File: src/rtl/conv_32b_8b.sv
// conv_32b_8b: serializes 32-bit words into a gapless MSB-first byte stream
// through a shifter plus a one-word pending buffer.
module conv_32b_8b (
   input  logic        clk_4f,
   input  logic        reset_L,
   input  logic [31:0] data_in,
   input  logic        valid_in,
   output logic        ready_out,
   output logic [7:0]  data_out,
   output logic        valid_out,
   output logic        idle_out
);
   localparam logic [0:0] IDLE = 1'b0;
   localparam logic [0:0] SEND = 1'b1;
   logic [0:0]  state;
   logic [1:0]  cnt;
   logic [31:0] shifter;
   logic [31:0] pending;
   logic        pending_full;
   logic        accept;
   assign ready_out = ~pending_full;
   assign accept    = valid_in & ~pending_full;
   assign valid_out = state == SEND;
   assign idle_out  = state == IDLE && !pending_full;
   assign data_out  = !valid_out  ? 8'h00 :
                      cnt == 2'd0 ? shifter[31:24] :
                      cnt == 2'd1 ? shifter[23:16] :
                      cnt == 2'd2 ? shifter[15:8]  : shifter[7:0];
   // At the last byte the pending word wins over a fresh input; otherwise a
   // fresh input bypasses pending so the stream stays gapless.
   always_ff @(posedge clk_4f) begin
      if (!reset_L) begin
         state        <= IDLE;
         cnt          <= 2'd0;
         pending_full <= 1'b0;
         shifter      <= 32'h0;
         pending      <= 32'h0;
      end else if (state == IDLE) begin
         if (accept) begin
            shifter <= data_in;
            cnt     <= 2'd0;
            state   <= SEND;
         end
      end else if (cnt != 2'd3) begin
         cnt <= cnt + 2'd1;
         if (accept) begin
            pending      <= data_in;
            pending_full <= 1'b1;
         end
      end else if (pending_full) begin
         shifter      <= pending;
         cnt          <= 2'd0;
         pending_full <= 1'b0;
      end else if (accept) begin
         shifter <= data_in;
         cnt     <= 2'd0;
      end else begin
         state <= IDLE;
         cnt   <= 2'd0;
      end
   end
endmodule

File: config.mk
export PLATFORM = sky130hd
export DESIGN_NAME = conv_32b_8b
export DESIGN_NICKNAME = d
export VERILOG_FILES = /design/src/rtl/conv_32b_8b.sv
export SDC_FILE = /design/constraint.sdc
export NUM_CORES = 1
export LEC_CHECK = 0
export ABC_AREA = 1
export BUFFER_PORTS_ARGS = -buffer_cell sky130_fd_sc_hd__buf_2
export CAP_MARGIN = 20
export CORE_MARGIN = 3
export CORE_UTILIZATION = 65
export CTS_BUF_LIST = sky130_fd_sc_hd__clkbuf_8
export DETAILED_ROUTE_END_ITERATION = 8
export GPL_TIMING_DRIVEN = 1
export PLACE_DENSITY_LB_ADDON = 0.1
export SYNTH_ARGS = -nofsm -noshare
export SYNTH_HDL_FRONTEND = slang
export SYNTH_SLANG_ARGS = --single-unit
File: constraint.sdc
create_clock -name clk_4f -period 3.5 [get_ports clk_4f]
set_clock_uncertainty 0.2 [all_clocks]
set_input_delay 0.875 -clock clk_4f [delete_from_list [all_inputs] [get_ports clk_4f]]
set_output_delay 0.875 -clock clk_4f [all_outputs]
set_load 0.005 [all_outputs]
* Word level (Yosys, flattened, before mapping)
Cells that the tools add are included. W data, S select, Z words.
Storage, ports and cells: bits in registers 68, input bits 35, output and inout port bits 11, word-level logic and storage cells 37
Cells by class: $add $sub $neg 1, equal/unequal tests 5, multiplexer cells 17, bitwise gates (word level) 3, reduce and logical (&&, ||, !) cells 6
Operator list (number):
- $mux W32 | 4
- $mux W8 | 4
- $mux W1 | 6
- $mux W2 | 3
- $ne A2 B2 Y1 const B | 3
- $reduce_and A3 Y1 | 1
- $add A2 B1 Y2 const B | 1
- $eq A2 B1 Y1 const B | 1
- $eq A2 B2 Y1 const B | 1
- $logic_not A2 Y1 | 1
- $not A1 Y1 | 2
- $reduce_and A2 Y1 | 1
- $reduce_bool A2 Y1 | 1
- $and A1 B1 Y1 | 1
- $logic_and A1 B1 Y1 | 1
- $logic_not A1 Y1 | 1

* Depth between registers and ports, before layout
Gate-level depths: netlist of the first run.
word-level depth 6, gate-level depth with buffers 9, gate-level depth less buffers 6

* Worst setup path after synthesis of the first run
Ideal clock, no wire load.
kind flip-flop to output port, start point reg cnt[0], end point out data_out[5], arrival time 1.218 ns, required time 2.425 ns, setup slack 1.207 ns, cell stages (with the launch flop) 8, buffers on the path 2, path through dfxtp_1 inv_1 ha_1 clkbuf_1 buf_2 nand2_1 o211ai_1 a21oi_1
On the way: longest elaborated chain between the ends 5, elaborated cells between the ends (all ways) 7, those cells by class eq/ne: 2; mux: 4; reduce/logical: 1
Ends and longest elaborated chain:
- from (decl) | RTL line 16 | logic [1:0] cnt;
- from (signal assigned) | RTL line 45 | cnt <= cnt + 2'd1;
- $eq A2 B2 Y1 | RTL line 28 | cnt == 2'd2 ? shifter[15:8] : shifter[7:0];
- $mux W8 | RTL line 28
- $mux W8 | RTL line 27 | cnt == 2'd1 ? shifter[23:16] :
- $mux W8 (*) | RTL line 26 | cnt == 2'd0 ? shifter[31:24] :
- $mux W8 (*) | RTL line 25 | assign data_out = !valid_out ? 8'h00 :
- to (decl) | RTL line 9 | output logic [7:0] data_out,
Mark *: on every way between the ends. The rest lies on a longest branch, timed or not.

* Worst setup path in the final report of the first run
start point reg cnt[1], end point out data_out[3]
The elaborated chain is that of the path after synthesis.

==> results.md, run 1 <==
- Die area: ~6600 sq um
- WP data required: about 2.4 ns
- Num rows: 26
- I/O Buffers: 45
- Num CTS Buffers: 9
- Psw: just under 0.6 mW
- Final design utilization: between 70% and 80%
- Post-Syn Nets: just over 600
- Slew HR: ~52%
- Leakage: 1.91 nW
- Initial antenna violation count: 0
- Chip Height: between 80 and 90 um
- Setup violators final: 0
- Initial Util: 69.4%
- Final min period: approximately 2.9 ns
- Hold depth: 2
- Clock slew at reported path FFs: around 0.070 ns
- Seq pwr share: about half
- Via count: between 3,000 and 4,000
- # DRC: 0
- Syn avg cell area: approximately 6.4 sq um
- Hold Fails Final Rpt: 0
- Die width: 81.0 um
- Fmax: ~350 MHz
- Status: finished clean
- Layout cells sized above 1: roughly 14%
- Number of global-route vias before repair: between 3,000 and 4,000
- RSZ-0062 raised after global routing: no
- Post-Route WL: around 8700 um
- Area growth syn-to-layout: 8.14%
- Synth unique cells: 20
- Worst Path Arrival: between 1.5 and 2 ns
- All-Layer GR Usage: roughly 28%
- Seq/Total Area, Yosys: between 30 and 40%
- Post-CTS Setup Bufs: 0
- Final nets: 630
- Min-Delay Path Class: register to register
- Pre-Repair DR Iteration Count: 5
- R2R depth: 7
- Hold buffer count at CTS: 0
- Crit. End Element: output port
- Top Ports: 46
- Commonest non-fill, non-tap cells in the layout: nand2_1, nor2_1, inv_1, dfxtp_1, nand3_1
- CTS H-tree lvls: 3
- Hold slack: ~0.29 ns
- Total of warnings raised by yosys: 0
- Pin count of the biggest net entering global routing: slightly below 70
- Post-CTS resize count: 0
- Worst VDD drop: between 0.3 and 0.4 mV
- Mapped Area: between 3000 and 4000 sq um
- Type of element launching the critical path: register
- CORE AREA: between 5000 and 6000 sq um
- Routed Antenna Nets: 0
- Final global-route overflow total: 0
- Routability Congestion: ~0.9
- Max-slew violation count: 0
- WL/cell: 13.0 um
- Via-per-instance ratio: between 5 and 6
- First-pass GRT wire length: approximately 14,000 um
- Clk pwr share: approximately 31%
- Switching Share: 32.0%
- CTS tree: built
- Number of synthesized register bits: 68
- Crit path max fanout: 9
- P_int: 1.25 mW
- Part of the power in combinational logic: between 20% and 30%
- Clock Latency Late Sink: around 0.34 ns
- Fin Setup TNS: 0 ns
- Initial DRC count: 320
- Maxcap violations: 0
- Commonest non-fill, non-tap cell in the layout: nand2_1
- Bufs on Longest Clock Path: 2
- Pwr dens: between 400 and 500 nW/um^2
- Ant. Diodes: 0
- Clk sinks: between 60 and 70
- Critical path class: register to output port
- Gate Count Post-Synth: roughly 570
- Final Cycle Share: between 80% and 90%
- Worst-margin pin slew: 0.715 ns
- CTS root buf: clkbuf_8
- Post-DP HPWL: around 5600 um
registers in the layout (all words and copies together), names as in the netlist:
name          flops
cnt               2
pending          32
shifter          32
pending_full      1
valid_out         1
power by group through the flow:
| stage | registers (mW) | logic (mW) | clock network, mW |
|---|---|---|---|
| floorplan | 0.890 | 0.308 | 0 |
| global placement | 0.908 | 0.370 | 0 |
| detailed placement | 0.909 | 0.378 | 0 |
| CTS | 0.892 | 0.380 | 0.570 |
| global route | 0.900 | 0.437 | 0.603 |
| finish | 0.894 | 0.382 | 0.562 |
synth_stat cells:
cell / number / area [sq um]
buf_1: 3 / 11.3
buf_4: 4 / 30.0
inv_1: 78 / 293
nor2_1: 97 / 364
o21a_1: 1 / 7.51
nor2_4: 2 / 22.5
nand2_2: 1 / 6.26
a21oi_2: 9 / 78.8
a21oi_1: 42 / 210
nand3_1: 65 / 325
dfxtp_1: 68 / 1360
inv_4: 3 / 18.8
nand2_4: 1 / 11.3
ha_1: 4 / 50.1
o211ai_1: 8 / 60.1
buf_2: 12 / 60.1
buf_6: 6 / 67.6
o21ai_0: 42 / 210
clkbuf_1: 18 / 67.6
nand2_1: 107 / 402
critical path, stage by stage, from the launching register on:
cell and delay, ns:
dfxtp_1 0.38, inv_1 0.08, ha_1 0.30, inv_1 0.25
o211ai_1 0.13, a21oi_1 0.17, buf_2 0.14
path summary, 6_finish.rpt:
path                    start          end  slack, ns
setup / recovery       cnt[1]  data_out[3]       0.64
hold / removal    pending[22]  pending[22]       0.29
setup reg to reg       cnt[0]   shifter[6]       1.27
hold reg to reg   pending[22]  pending[22]       0.29
cell type report:
type	count	area, sq um
Inverter	81	312
Tap cell	70	87.6
Clock buffer	10	138
Clock inverter	6	31.3
Fill cell	452	1320
Sequential cell	68	1360
Multi-Input combinational cell	379	1750
Timing Repair Buffer	52	278
metrics by stage:
step | cell area [sq um] | total power [mW] | instances | setup WS [ns]
final | 3960 | 1.84 | 666 | 0.639
after global routing | 3960 | 1.94 | 666 | 0.506
after CTS | 3960 | 1.84 | 666 | 0.650
after detailed placement | 3790 | 1.29 | 650 | 1.02
after global placement | 3790 | 1.28 | 650 | 1.11
after floorplan | 3660 | 1.20 | 571 | 1.21
layer usage:
layer	part of all wire (%)	GRT usage [%]
met3	6.5	6.87
met2	46	45.4
met4	0.81	7.26
met1	47	38.4
met5	0	0
cell families after synthesis:
family | after synthesis | share of synthesized area, %
AO/OA/AOI/OAI | 102 | 15.5
AND/OR/NAND/NOR | 273 | 30.9
flip-flops | 68 | 37.2
buffers and inverters | 124 | 15.0
adder cells (fa/ha/maj) | 4 | 1.37
No activity file was read; power rests on OpenSTA's default activity.
==> run 2: changes to the inputs <==
--- a/config.mk
+++ b/config.mk
@@ -5,11 +5,11 @@
 export SDC_FILE = /design/constraint.sdc
 export NUM_CORES = 1
 export LEC_CHECK = 0
-export ABC_AREA = 1
+export ABC_AREA = 0
 export BUFFER_PORTS_ARGS = -buffer_cell sky130_fd_sc_hd__buf_2
 export CAP_MARGIN = 20
 export CORE_MARGIN = 3
-export CORE_UTILIZATION = 65
+export CORE_UTILIZATION = 53
 export CTS_BUF_LIST = sky130_fd_sc_hd__clkbuf_8
 export DETAILED_ROUTE_END_ITERATION = 8
 export GPL_TIMING_DRIVEN = 1
==> constraint.sdc (replaced) <==
create_clock -name clk_4f -period 2.3 [get_ports clk_4f]
set_clock_uncertainty 0.2 [all_clocks]
set_input_delay 0.575 -clock clk_4f [delete_from_list [all_inputs] [get_ports clk_4f]]
set_output_delay 0.575 -clock clk_4f [all_outputs]
set_load 0.005 [all_outputs]
==> run 2 against run 1 <==
Compared with the run above: the run now ends with negative setup slack left; via count decreased by 29%; clock-buffer cell count increased by 2; non-clock buffer count increased by 8; wire length decreased by 11%; sequential cell count unchanged; area after synthesis decreased by 16%; utilization decreased by 9.1 points; critical endpoint is now data_out[1]; largest power group unchanged; highest routed layer unchanged.
==> results.md, run 2 <==
- Num rows: 27 (was 26)
- Setup crit start: cnt[0] (was cnt[1])
- Layout cells sized above 1: 25.8% (was 13.9%)
- Reg-to-Reg End: shifter[11] (was shifter[6])
- First-pass GRT wire length: 11,800 um (was 14,500 um)
- Seq/Total Area, Yosys: 44.3% (was 37.2%)
- Final min period: about 2.4 ns
- Top Ports: 46 (unchanged)
- RSZ-0062 raised after global routing: yes (was no)
- Worst VDD drop: 0.420 mV (was 0.351 mV)
- Crit path max fanout: 6 (was 9)
- Worst Path Arrival: 1.61 ns (was 1.79 ns)
- Initial antenna violation count: 0 (unchanged)
- Min-Delay Path Class: register to register (unchanged)
- Psw: 0.694 mW (was 0.588 mW)
- Initial Util: 55.2% (was 69.4%)
- Mapped Area: 3070 sq um (was 3660 sq um)
- Setup ws final: -0.0842 ns (was 0.639 ns)
- WP data required: 1.52 ns (was 2.42 ns)
- Pin count of the biggest net entering global routing: 49 (was 69)
- Final design utilization: 66.0% (was 75.0%)
- Placed cell count: 425 (was 650)
- Post-DP HPWL: 5010 um (was 5630 um)
- Critical path class: register to output port (unchanged)
- Synth unique cells: 24 (was 20)
- Switching Share: 25.5% (was 32.0%)
- Hold slack: 0.252 ns (was 0.287 ns)
- Bufs on Longest Clock Path: 2 (unchanged)
- Clk sinks: 68 (unchanged)
- Post-Syn Nets: 366 (was 610)
- Hold Path Sink: pending[13] (was pending[22])
- Fmax: approximately 420 MHz
- Die width: 82.2 um (was 81.0 um)
- Largest cells by area after synthesis: dfxtp_1, o221a_1, a21boi_1, nand2_1, o21a_1 (was dfxtp_1, nand2_1, nor2_1, nand3_1, inv_1)
- Type of element launching the critical path: register (unchanged)
- Synth top cells by count: dfxtp_1, nand2_1, a21boi_1, o21a_1, o221a_1 (was nand2_1, nor2_1, inv_1)
- Post-Route WL: 7700 um (was 8660 um)
- Seq pwr share: 48.7% (was 48.6%)
- Commonest non-fill, non-tap cell in the layout: nand2_1 (unchanged)
- Final Cycle Share: 104%
- Final global-route overflow total: 0 (unchanged)
- Clock slew at reported path FFs: 0.07 ns (about the same)
- Number of synthesized flops with an enable pin: 0 (unchanged)
- Status: finished with violations (was finished clean)
- Chip Height: 82.2 um (was 81.0 um)
- Top Registers: pending (32), shifter (32), cnt (2) (unchanged)
- Post-route insts no fill: 444 (was 666)
- Pre-Repair DR Iteration Count: 4 (was 5)
- Setup WS pre-CTS: 0.0493 ns (was 1.02 ns)
- Asr flop ratio synth: 0% (unchanged)
- I/O Buffers: 45 (unchanged)
- Hold depth: 2 (unchanged)
- Max incr delay on CP: 0.37 ns (was 0.38 ns)
- Commonest non-fill, non-tap cells in the layout: nand2_1, dfxtp_1, buf_2, a21boi_1, o21a_1 (was nand2_1, nor2_1, inv_1, dfxtp_1, nand3_1)
- Area leader, netlist: dfxtp_1 (unchanged)
- Most used DFF post-synth: dfxtp_1 (unchanged)
- Fin Setup TNS: -0.478 ns (was 0 ns)
- Design Area, Final: 3680 sq um (was 3960 sq um)
- Clock Latency Late Sink: 0.34 ns (about the same)
- Total of warnings raised by yosys: 0 (unchanged)
- Ant. Diodes: 0 (unchanged)
- Slew HR: 73.1% (was 52.2%)
- # DRC: 0 (unchanged)
- Pwr dens: 739 nW/um^2 (was 465 nW/um^2)
- Hold buffer count at CTS: 0 (unchanged)
- Setup violators final: 8 (was 0)
- Fill cells: 482 (was 452)
- Placed Area: 3320 sq um (was 3790 sq um)
- Maxcap violations: 0 (unchanged)
- Routed Antenna Nets: 0 (unchanged)
- Num CTS Buffers: 9 (unchanged)
- Total Power: 2.72 mW (was 1.84 mW)
- Leakage: 1.43 nW (was 1.91 nW)
- Syn avg cell area: 9.40 sq um (was 6.41 sq um)
- Crit. End Element: output port (unchanged)
- CTS root buf: clkbuf_8 (unchanged)
- All-Layer GR Usage: 23.7% (was 28.3%)
- Final nets: 407 (was 630)
- RR Startpoint: cnt[0] (unchanged)
- CTS H-tree lvls: 3 (unchanged)
- Worst-margin pin slew: 0.404 ns (was 0.715 ns)
- CORE AREA: 5570 sq um (was 5270 sq um)
- WL/cell: 17.3 um (was 13.0 um)
- Part of the power in combinational logic: 14.1% (was 20.8%)
- P_int: 2.02 mW (was 1.25 mW)
- Failing checks: negative setup slack
- Die area: 6750 sq um (was 6560 sq um)
- Routability Congestion: 0.841 (was 0.906)
- Max-slew violation count: 0 (unchanged)
- CP max stage cell: dfxtp_4 (was dfxtp_1)
- Hold_sp: pending[13] (was pending[22])
- CP cell instances: inv_4 > ha_4 > buf_4 > nor2b_1 > a211oi_1 > o31ai_1 > buf_2 (was inv_1 > ha_1 > inv_1 > o211ai_1 > a21oi_1 > buf_2)
- Via count: 2,523 (was 3,576)
- Worst reg2reg setup slack: 0.47 ns (was 1.27 ns)
- R2R depth: 5 (was 7)
- Share of the synthesized area in the top cell type: 44.3% (was 37.2%)
- Initial DRC count: 172 (was 320)
- Number of global-route vias before repair: 2,334 (was 3,098)
- Gate Count Post-Synth: 327 (was 571)
- Hold Fails Final Rpt: 0 (unchanged)
- Clk pwr share: 37.1% (was 30.6%)
- Via-per-instance ratio: 5.68 (was 5.37)
- Area growth syn-to-layout: 19.6% (was 8.14%)
- Number of synthesized register bits: 68 (unchanged)
- CTS tree: built (unchanged)
## run 2: worst max-delay path, delay by kind of cell (launching register included)
kind	cells	cell delay, ns
DFF	1	0.37
AOI/OAI and AO/OA	2	0.24
buffers and inverters	3	0.36
and+or+nand+nor	1	0.12
adders and majority gates	1	0.18
## run 2: repair_timing
item	4_1_cts	5_1_grt
endpoints found under the setup margin	8	8
buffers inserted	2	2
resized for setup	24	11
pin swaps	8	6
## run 2: power by group through the flow
| stage | sequential (mW) | clock [mW] | combinational (mW) |
|---|---|---|---|
| 2_1_floorplan | 1.32 | 0 | 0.253 |
| 3_3_place_gp | 1.35 | 0 | 0.342 |
| 3_5_place_dp | 1.35 | 0 | 0.350 |
| 4_1_cts | 1.32 | 1.02 | 0.374 |
| 5_1_grt | 1.33 | 1.08 | 0.422 |
| 6_report | 1.33 | 1.01 | 0.385 |
## run 2: layer usage
metal	share of wire [%]	routed length (um)	GRT usage, %	vias to the layer above
met5	0	0	0	-
met4	1.8	142	9.14	0
met3	6.5	504	7.38	10
met2	44	3390	35.9	71
met1	48	3660	31.5	1182
li1	-	-	-	1260
## run 2: worst max-delay path by stage
| stage | to | cells after the start |
|---|---|---|
| after floorplan | data_out[0] | 6 |
| after global placement | data_out[2] | 6 |
| after detailed placement | data_out[5] | 6 |
| after CTS | data_out[7] | 6 |
| after global routing | data_out[7] | 7 |
| final | data_out[1] | 7 |
## run 2: cells by family after synthesis
family                   after synthesis  share of synthesized area [%]
adder cells (fa/ha/maj)                4                           1.63
flip-flops                            68                           44.3
AO/OA/AOI/OAI                        118                           32.9
AND/OR/NAND/NOR                      104                           15.6
buffers and inverters                 33                           5.62
## run 2: final cells by class
cell class / count / area (sq um) / share of cell area (%)
clock buffer: 12 / 165 / 4.49
clock inverter: 3 / 37.5 / 1.02
inverter: 3 / 13.8 / 0.374
multi-input combinational: 226 / 1640 / 44.6
sequential: 68 / 1370 / 37.2
tap: 72 / 90.1 / 2.45
timing repair buffer: 60 / 362 / 9.83
